--- src/rtl/mc_cpu_core.sv ---
// mc_cpu_core: multi-cycle MIPS-32 subset core sharing one memory port for fetch and data.
// Each instruction walks FETCH/DECODE/execute/writeback states; HALT is absorbing and latches a trap cause.
module mc_cpu_core #(
    parameter logic [31:0] RESET_PC    = 32'h0000_0000,
    parameter int          MEM_TIMEOUT = 0,
    parameter bit          DBG_EN      = 1'b1
) (
    input  logic        clk,
    input  logic        rst_n,
    output logic        o_mem_req,
    output logic        o_mem_we,
    output logic [31:0] o_mem_addr,
    output logic [31:0] o_mem_wdata,
    input  logic [31:0] i_mem_rdata,
    input  logic        i_mem_ack,
    input  logic [4:0]  i_dbg_addr,
    output logic [31:0] o_dbg_data,
    output logic [31:0] o_pc_out,
    output logic        o_halted,
    output logic [1:0]  o_trap_cause
);
    localparam logic [3:0] S_FETCH = 4'd0, S_DECODE = 4'd1, S_EXEC_R = 4'd2, S_EXEC_I = 4'd3,
                           S_MEM_ADDR = 4'd4, S_MEM_RD = 4'd5, S_MEM_WR = 4'd6, S_WB_R = 4'd7,
                           S_WB_I = 4'd8, S_WB_MEM = 4'd9, S_BRANCH = 4'd10, S_JUMP = 4'd11,
                           S_HALT = 4'd12;
    localparam logic [1:0]  T_ILLEGAL = 2'b01, T_ALIGN = 2'b10, T_BUS = 2'b11;
    localparam logic [31:0] TMO_LAST = 32'(MEM_TIMEOUT - 1);

    logic [3:0]  r_state;
    logic [31:0] r_pc, r_ir, r_a, r_b, r_alu, r_mdr, r_wait;
    logic [1:0]  r_trap;
    logic [31:0] r_regs [32];

    logic [5:0]  w_op, w_funct;
    logic [4:0]  w_rs, w_rt, w_rd, w_wa;
    logic [31:0] w_imm, w_addr, w_alu_r, w_wd;
    logic [3:0]  w_dispatch;
    logic        w_funct_ok, w_wait_hit, w_mem_state, w_reg_we;

    assign w_op        = r_ir[31:26];
    assign w_rs        = r_ir[25:21];
    assign w_rt        = r_ir[20:16];
    assign w_rd        = r_ir[15:11];
    assign w_funct     = r_ir[5:0];
    assign w_imm       = {{16{r_ir[15]}}, r_ir[15:0]};
    assign w_addr      = r_a + w_imm;
    assign w_funct_ok  = w_funct inside {6'b100000, 6'b100010, 6'b100100, 6'b100101, 6'b101010};
    assign w_alu_r     = w_funct == 6'b100010 ? r_a - r_b :
                         w_funct == 6'b100100 ? r_a & r_b :
                         w_funct == 6'b100101 ? r_a | r_b :
                         w_funct == 6'b101010 ? {31'd0, $signed(r_a) < $signed(r_b)} : r_a + r_b;
    assign w_wait_hit  = (MEM_TIMEOUT > 0) && (r_wait == TMO_LAST);
    assign w_mem_state = r_state == S_FETCH || r_state == S_MEM_RD || r_state == S_MEM_WR;
    assign w_reg_we    = r_state == S_WB_R || r_state == S_WB_I || r_state == S_WB_MEM;
    assign w_wa        = r_state == S_WB_R ? w_rd : w_rt;
    assign w_wd        = r_state == S_WB_MEM ? r_mdr : r_alu;

    always_comb begin
        case (w_op)
            6'b000000:            w_dispatch = w_funct_ok ? S_EXEC_R : S_HALT;
            6'b100011, 6'b101011: w_dispatch = S_MEM_ADDR;
            6'b000100, 6'b000101: w_dispatch = S_BRANCH;
            6'b001000:            w_dispatch = S_EXEC_I;
            6'b000010:            w_dispatch = S_JUMP;
            default:              w_dispatch = S_HALT;
        endcase
    end

    always_ff @(posedge clk or negedge rst_n) begin
        if (!rst_n) begin
            for (int i = 0; i < 32; i++) r_regs[i] <= '0;
        end else if (w_reg_we && w_wa != 5'd0) begin
            r_regs[w_wa] <= w_wd;
        end
    end

    always_ff @(posedge clk or negedge rst_n) begin
        if (!rst_n) begin
            r_state <= S_FETCH;
            r_pc    <= RESET_PC;
            r_ir    <= '0;
            r_a     <= '0;
            r_b     <= '0;
            r_alu   <= '0;
            r_mdr   <= '0;
            r_trap  <= 2'b00;
            r_wait  <= '0;
        end else begin
            // Wait counter restarts whenever an access completes or the core leaves the memory states
            r_wait <= (w_mem_state && !i_mem_ack) ? r_wait + 32'd1 : '0;
            case (r_state)
                S_FETCH: begin
                    if (r_pc[1:0] != 2'b00) begin
                        r_state <= S_HALT;
                        r_trap  <= T_ALIGN;
                    end else if (i_mem_ack) begin
                        r_ir    <= i_mem_rdata;
                        r_pc    <= r_pc + 32'd4;
                        r_state <= S_DECODE;
                    end else if (w_wait_hit) begin
                        r_state <= S_HALT;
                        r_trap  <= T_BUS;
                    end
                end
                S_DECODE: begin
                    r_a     <= r_regs[w_rs];
                    r_b     <= r_regs[w_rt];
                    r_alu   <= r_pc + {w_imm[29:0], 2'b00};
                    r_state <= w_dispatch;
                    if (w_dispatch == S_HALT) r_trap <= T_ILLEGAL;
                end
                S_EXEC_R: begin
                    r_alu   <= w_alu_r;
                    r_state <= S_WB_R;
                end
                S_EXEC_I: begin
                    r_alu   <= w_addr;
                    r_state <= S_WB_I;
                end
                S_MEM_ADDR: begin
                    r_alu <= w_addr;
                    if (w_addr[1:0] != 2'b00) begin
                        r_state <= S_HALT;
                        r_trap  <= T_ALIGN;
                    end else begin
                        r_state <= w_op == 6'b100011 ? S_MEM_RD : S_MEM_WR;
                    end
                end
                S_MEM_RD: begin
                    if (i_mem_ack) begin
                        r_mdr   <= i_mem_rdata;
                        r_state <= S_WB_MEM;
                    end else if (w_wait_hit) begin
                        r_state <= S_HALT;
                        r_trap  <= T_BUS;
                    end
                end
                S_MEM_WR: begin
                    if (i_mem_ack) begin
                        r_state <= S_FETCH;
                    end else if (w_wait_hit) begin
                        r_state <= S_HALT;
                        r_trap  <= T_BUS;
                    end
                end
                S_WB_R, S_WB_I, S_WB_MEM: r_state <= S_FETCH;
                S_BRANCH: begin
                    // beq takes the branch on a zero difference, bne on a non-zero one
                    if (((r_a - r_b) == 32'd0) == (w_op == 6'b000100)) r_pc <= r_alu;
                    r_state <= S_FETCH;
                end
                S_JUMP: begin
                    r_pc    <= {r_pc[31:28], r_ir[25:0], 2'b00};
                    r_state <= S_FETCH;
                end
                default: r_state <= S_HALT;
            endcase
        end
    end

    // Gating with rst_n drops the request the instant reset asserts
    assign o_mem_req    = rst_n && ((r_state == S_FETCH && r_pc[1:0] == 2'b00) ||
                                    r_state == S_MEM_RD || r_state == S_MEM_WR);
    assign o_mem_we     = r_state == S_MEM_WR;
    assign o_mem_addr   = r_state == S_FETCH ? r_pc : r_alu;
    assign o_mem_wdata  = r_b;
    assign o_dbg_data   = (DBG_EN && i_dbg_addr != 5'd0) ? r_regs[i_dbg_addr] : '0;
    assign o_pc_out     = r_pc;
    assign o_halted     = r_state == S_HALT;
    assign o_trap_cause = r_trap;
endmodule

--- config.mk ---
export PLATFORM = sky130hd
export DESIGN_NAME = mc_cpu_core
export DESIGN_NICKNAME = d
export VERILOG_FILES = /design/src/rtl/mc_cpu_core.sv
export SDC_FILE = /design/constraint.sdc
export NUM_CORES = 2
export LEC_CHECK = 0
export ABC_CLOCK_PERIOD_IN_PS = 5800
export BUFFER_PORTS_ARGS = -buffer_cell sky130_fd_sc_hd__buf_4
export CORE_MARGIN = 4
export CORE_UTILIZATION = 50
export CTS_CLUSTER_DIAMETER = 100
export DETAILED_ROUTE_END_ITERATION = 16
export GPL_ROUTABILITY_DRIVEN = 1
export PLACE_DENSITY = 0.66
export SLEW_MARGIN = 20
export SYNTH_ARGS = -nofsm -noshare
export SYNTH_HDL_FRONTEND = slang
export SYNTH_SLANG_ARGS = --single-unit
--- constraint.sdc ---
create_clock -name clk -period 5.8 [get_ports clk]
set_input_delay 0.29 -clock clk [delete_from_list [all_inputs] [get_ports clk]]
set_output_delay 0.29 -clock clk [all_outputs]
set_load 0.05 [all_outputs]
---- Word level (Yosys, flattened, before mapping) ----
Index checks and enable logic that the tools add are counted.
word-level totals
  register bits ........................... 1222
  bits of input ports ..................... 40
  output and inout bits ................... 133
  word-level logic and storage cells ...... 163
operators by class
  add/subtract/negate cells ............... 5
  $lt $le $gt $ge ......................... 6
  eq/ne operators ......................... 34
  mux-type cells .......................... 38
  bitwise logic cells ..................... 8
  reductions and logical operators ........ 31
operators with widths
  kind                                                  number
  bitwise mux 1024 bit                                  1
  2-to-1 mux 32 bit                                     17
  binary-select mux 32 bit (select 5 bit)               3
  case mux 32 bit (3 select lines)                      2
  demux 32 bit (select 5 bit)                           1
  adder 32 bit                                          3
  equality test 6 bit (second input constant)           7
  adder 32 x 3 -> 32 bit (second input constant)        1
  AND 32 bit                                            1
  logical NOT 32 bit                                    1
  < comparator 32 bit                                   1
  OR 32 bit                                             1
  case mux 4 bit (8 select lines)                       1
  subtractor 32 bit                                     1
  equality test 4 bit (second input constant)           6
  >= comparator 6 bit (second input constant)           4
  2-to-1 mux 4 bit                                      6
  inverter 5 -> 6 bit                                   4
  case mux 4 bit (5 select lines)                       1
  equality test 4 x 3 -> 1 bit (second input constant)  4
  nonzero test 5 bit                                    3
  inequality test 2 bit (second input constant)         7
  equality test 6 x 3 -> 1 bit (second input constant)  2
  nonzero test 3 bit                                    3
  other kinds (24)                                      41

---- Longest topological paths before layout ----
  depth in word-level cells ............... 8
  mapped depth ............................ 17
  mapped depth without buffers ............ 16

---- Worst setup path after synthesis ----
No wires, ideal clock.
  kind .................................... register to register
  start point ............................. register r_b[18] (netlist: o_mem_wdata[18])
  end point ............................... register r_pc[5] (netlist: o_pc_out[5])
  library setup time ...................... 0.120 ns
  data arrival time ....................... 4.290 ns
  data required time ...................... 5.680 ns
  slack ................................... 1.390 ns
  cell stages (with the launch flop) ...... 17
  path buffers ............................ 2
  period minus slack after synthesis ...... 4.410 ns
  path through ............................ dfrtp_1 > inv_1 > ha_1 > buf_6 > or4_4 > or4_4 > a211oi_2 > a221oi_1 > a31o_4 > a2111o_1 > a21oi_1 > o21ai_1 > nand4b_4 > mux2_4 > and2_4 > buf_6 > o211a_1
on the way
  cells in the longest elaborated chain, start to end .. 5
RTL lines
  item                                    RTL line  text
  start, declared                         30        logic [31:0] r_pc, r_ir, r_a, r_b, r_alu, r_mdr, r_wait;
  start signal, assigned                  107       r_b <= r_regs[w_rt];
  subtractor 32 bit                       149       if (((r_a - r_b) == 32'd0) == (w_op == 6'b000100)) r_pc <= r_alu;
  logical NOT 32 bit                      149
  equality test 1 bit                     149
  inequality test 2 bit (no source line)  -
  AND reduction 4 bit (no source line)    -
  end signal, assigned                    98        r_pc <= r_pc + 32'd4;
  end signal, assigned                    149
  end signal, assigned                    153       r_pc <= {r_pc[31:28], r_ir[25:0], 2'b00};
  end, declared                           30
Every way passes these cells.
A chain may end at the register's enable or synchronous reset.

---- Worst setup path after layout ----
  start point ............................. register r_a[0]
  end point ............................... register r_pc[2] (netlist: o_pc_out[2])
on the way
  cells in the longest elaborated chain, start to end .. 5
RTL lines
  item                                    RTL line  text
  start, declared                         30
  start signal, assigned                  106       r_a <= r_regs[w_rs];
  subtractor 32 bit                       149
  logical NOT 32 bit                      149
  equality test 1 bit                     149
  inequality test 2 bit (no source line)  -
  AND reduction 4 bit (no source line)    -
Every way passes these cells.

==> impl_metrics.yaml <==
sta:
  period_needed_ps: 4980
  max_freq_mhz: 201
  relSlewSlack_pct: 18.6
  finClkSkew_ps: 51.7
  period_share_pct: 85.9
  setup_tns_ps: 0
  final.setup.worst_slack_ps: 815
  hold_viol: 0
  drv_slew: 0
  grt_setup_unrepaired: "false"
  hold_slack_ps: 132
  tightestPinTransition_ps: 1220
  setup_viol: 0
placement:
  place_ws_ps: 848
  numPortBuffers: 172
  placed_cells_incl_taps: 8678
  place_area_um2: 80800
  gp_congestion: 0.951
  hpwlAfterDp_mm: 177
synth:
  synth.top_cell.area_share_pct: 39.5
  ys_seq_area_share_pct: 39.5
  synth_fp_nets: 7186
  synth_edf_count: 0
  ys_warn_count: 0
  postSynthAreaPerCell_um2: 11.1
  synth-seq-cells: 1222
  yosys_most_used_dff: "dfrtp_1"
  synth_area_leader_cell: "dfrtp_1"
  netlist_instances: 6985
  syn_area_um2: 77400
  synth_cell_type_count: 88
  synthArstFlopShare_pct: 100
  synth.area.top_cells: "dfrtp_1 40%, mux4_2 28%, a21oi_1 4.8%"
grt:
  grt_overflow: 0
  antenna_found_initial: 10
  track_usage_pct: 34.5
  grt_max_degree: 173
  grt_pass1_vias: 60500
  grt_pass1_wl_mm: 414
power:
  power_mw: 18.6
  vdd_drop_max_v: 0.000303
  power_density_nw_per_um2: 216
  p_leak_nw: 35.5
clocking:
  clockRootBuffer: "clkbuf_16"
  clock_latency_ps: 810
  cts.sinks: 1222
  cts.repair.resized: 0
  clk_pin_slew_ps: 70
  cts_buffer_depth: 3
  cts_tree: "done"
  cts_max_level: 4
  cts_buffers: 140
critical_path:
  critPathRequiredTime_ps: 6470
  start_kind: "flop"
  max_stage_delay_ps: 870
  cp_common_cell: "inv_1"
  critPathArrivalTime_ps: 5650
  cp_num_buf_inv: 2
  setup.worst_path.class: "flop to flop"
  end_kind: "flop"
  crit_chain: "inv_1 > ha_1 > inv_1 > fa_1 > nand2b_1 > a2111o_1 > a21oi_1 > a221oi_1 > nand2_1 > a31oi_1 > xnor2_1 > nor4b_1 > nand4b_4 > mux2_4 > and2_4 > a211oi_2"
  r2r_setup_slack_ps: 820
  path_max_fanout: 45
  critical-path-slowest-cell: "a221oi_1"
  crit_family: "compound AO/OA/AOI/OAI gates"
detailed_routing:
  firstDrtPassIters: 6
  dr_wl_met3_mm: 31.2
  wl_mm: 279
  drc_errors: 0
  topRoutingLayerUsed: "met5"
  wl_met2_mm: 126
  drt_iter0_markers: 7987
  wl_met1_mm: 107
  dr_total_vias: 61700
  vias_per_cell: 6.88
  ant_nets: 0
  routedWlPerCell_um: 31.1
min_path:
  min_path_type: "input pin to asynchronous set/reset pin"
floorplan:
  io_pins: 173
  die_h_um: 401
  dieArea_um2: 161000
  rows: 144
  initial_utilization_pct: 50.3
  core-area_um2: 154000
  die_x_um: 401
finish:
  stdcell_count: 8973
  layout_commonest_cell: "dfrtp_1"
  layout_common_cells: "1212 x dfrtp_1, 960 x mux4_2, 764 x nand2_1"
  fin_util_pct: 56.1
  layout.nets: 7014
  stdcell_area_um2: 86200
  nFillCells: 12900
  drive_above_1_share_pct: 24.8
  syn2layout_area_growth_pct: 11.5
run:
  maxCapViolations: 0
run_status:
  outcome: "completed"
Yosys cell counts (all sizes together) (5+ instances only):
| cell type | n |
|---|---|
| a2111o | 7 |
| a2111oi | 5 |
| a211oi | 16 |
| a21o | 42 |
| a21oi | 748 |
| a221oi | 28 |
| a22o | 8 |
| a22oi | 20 |
| a31oi | 66 |
| and2 | 15 |
| and3 | 22 |
| and4 | 6 |
| buf | 111 |
| clkbuf | 577 |
| dfrtp | 1222 |
| ha | 157 |
| inv | 121 |
| mux2 | 67 |
| mux2i | 103 |
| mux4 | 960 |
| nand2 | 777 |
| nand2b | 31 |
| nand3 | 53 |
| nand4 | 22 |
| nor2 | 759 |
| nor2b | 35 |
| nor3 | 44 |
| nor3b | 10 |
| nor4 | 24 |
| o2111ai | 5 |
| o211a | 8 |
| o211ai | 26 |
| o21a | 20 |
| o21ai | 603 |
| o21bai | 14 |
| o221ai | 13 |
| o22ai | 22 |
| o311ai | 6 |
| o31ai | 21 |
| or3 | 12 |
| or4 | 9 |
| xnor2 | 68 |
| xor2 | 30 |
cells by family after synthesis:
family / after synthesis / share of synthesized area [%]
buf+inv: 810 / 3.96
fa+ha+maj: 161 / 2.64
mux: 1130 / 30.3
compound gates: 1729 / 12.6
xor+xnor: 98 / 1.11
simple gates: 1835 / 9.87
flops: 1222 / 39.5
path summary, 6_finish.rpt:
check	from	to	depth (start not counted)
max reg2reg	r_a[0]	o_pc_out[2]	16
min in group clk	i_mem_rdata[22]	r_ir[22]	4
max in group asynchronous	rst_n	r_regs[923]	4
max	r_a[0]	o_pc_out[2]	16
min reg2reg	r_regs[1017]	r_regs[1017]	0
min	rst_n	o_pc_out[1]	2
power by group:
group	total (mW)	switching, mW	internal (mW)	leakage [nW]
logic	0.493	0.349	0.144	16.1
clock network	9.63	3.90	5.73	2.42
registers	8.53	0	8.53	17.0
total	18.6	4.25	14.4	35.5
per-layer routing:
layer / track usage (%) / vias up
li1: - / 25700
met1: 47.3 / 31600
met2: 51.7 / 3643
met3: 9.60 / 778
met4: 15.6 / 12
met5: 0 / -
sequential cells by signal, summed over array words and instances (netlist names):
register,flops
r_state,4
r_regs,1024
r_ir,32
o_mem_wdata,32
o_trap_cause,2
r_mdr,32
r_a,32
r_alu,32
o_pc_out,32
what timing repair did:
action,4_1_cts,5_1_grt
setup endpoints to repair,0,0
hold buffers,34,0
buffers inserted,0,0
endpoints found under the hold margin,169,0
layout make-up:
cell class / instances / area, um2 / area share (%)
Inverter: 122 / 463 / 0.537
Sequential cell: 1222 / 30600 / 35.5
Tap cell: 2044 / 2560 / 2.97
Timing Repair Buffer: 374 / 3380 / 3.92
Antenna cell: 4 / 10.0 / 0.0116
Multi-Input combinational cell: 4953 / 44300 / 51.3
Clock buffer: 189 / 4000 / 4.64
Clock inverter: 65 / 967 / 1.12
(Power assumes the default switching activity.)
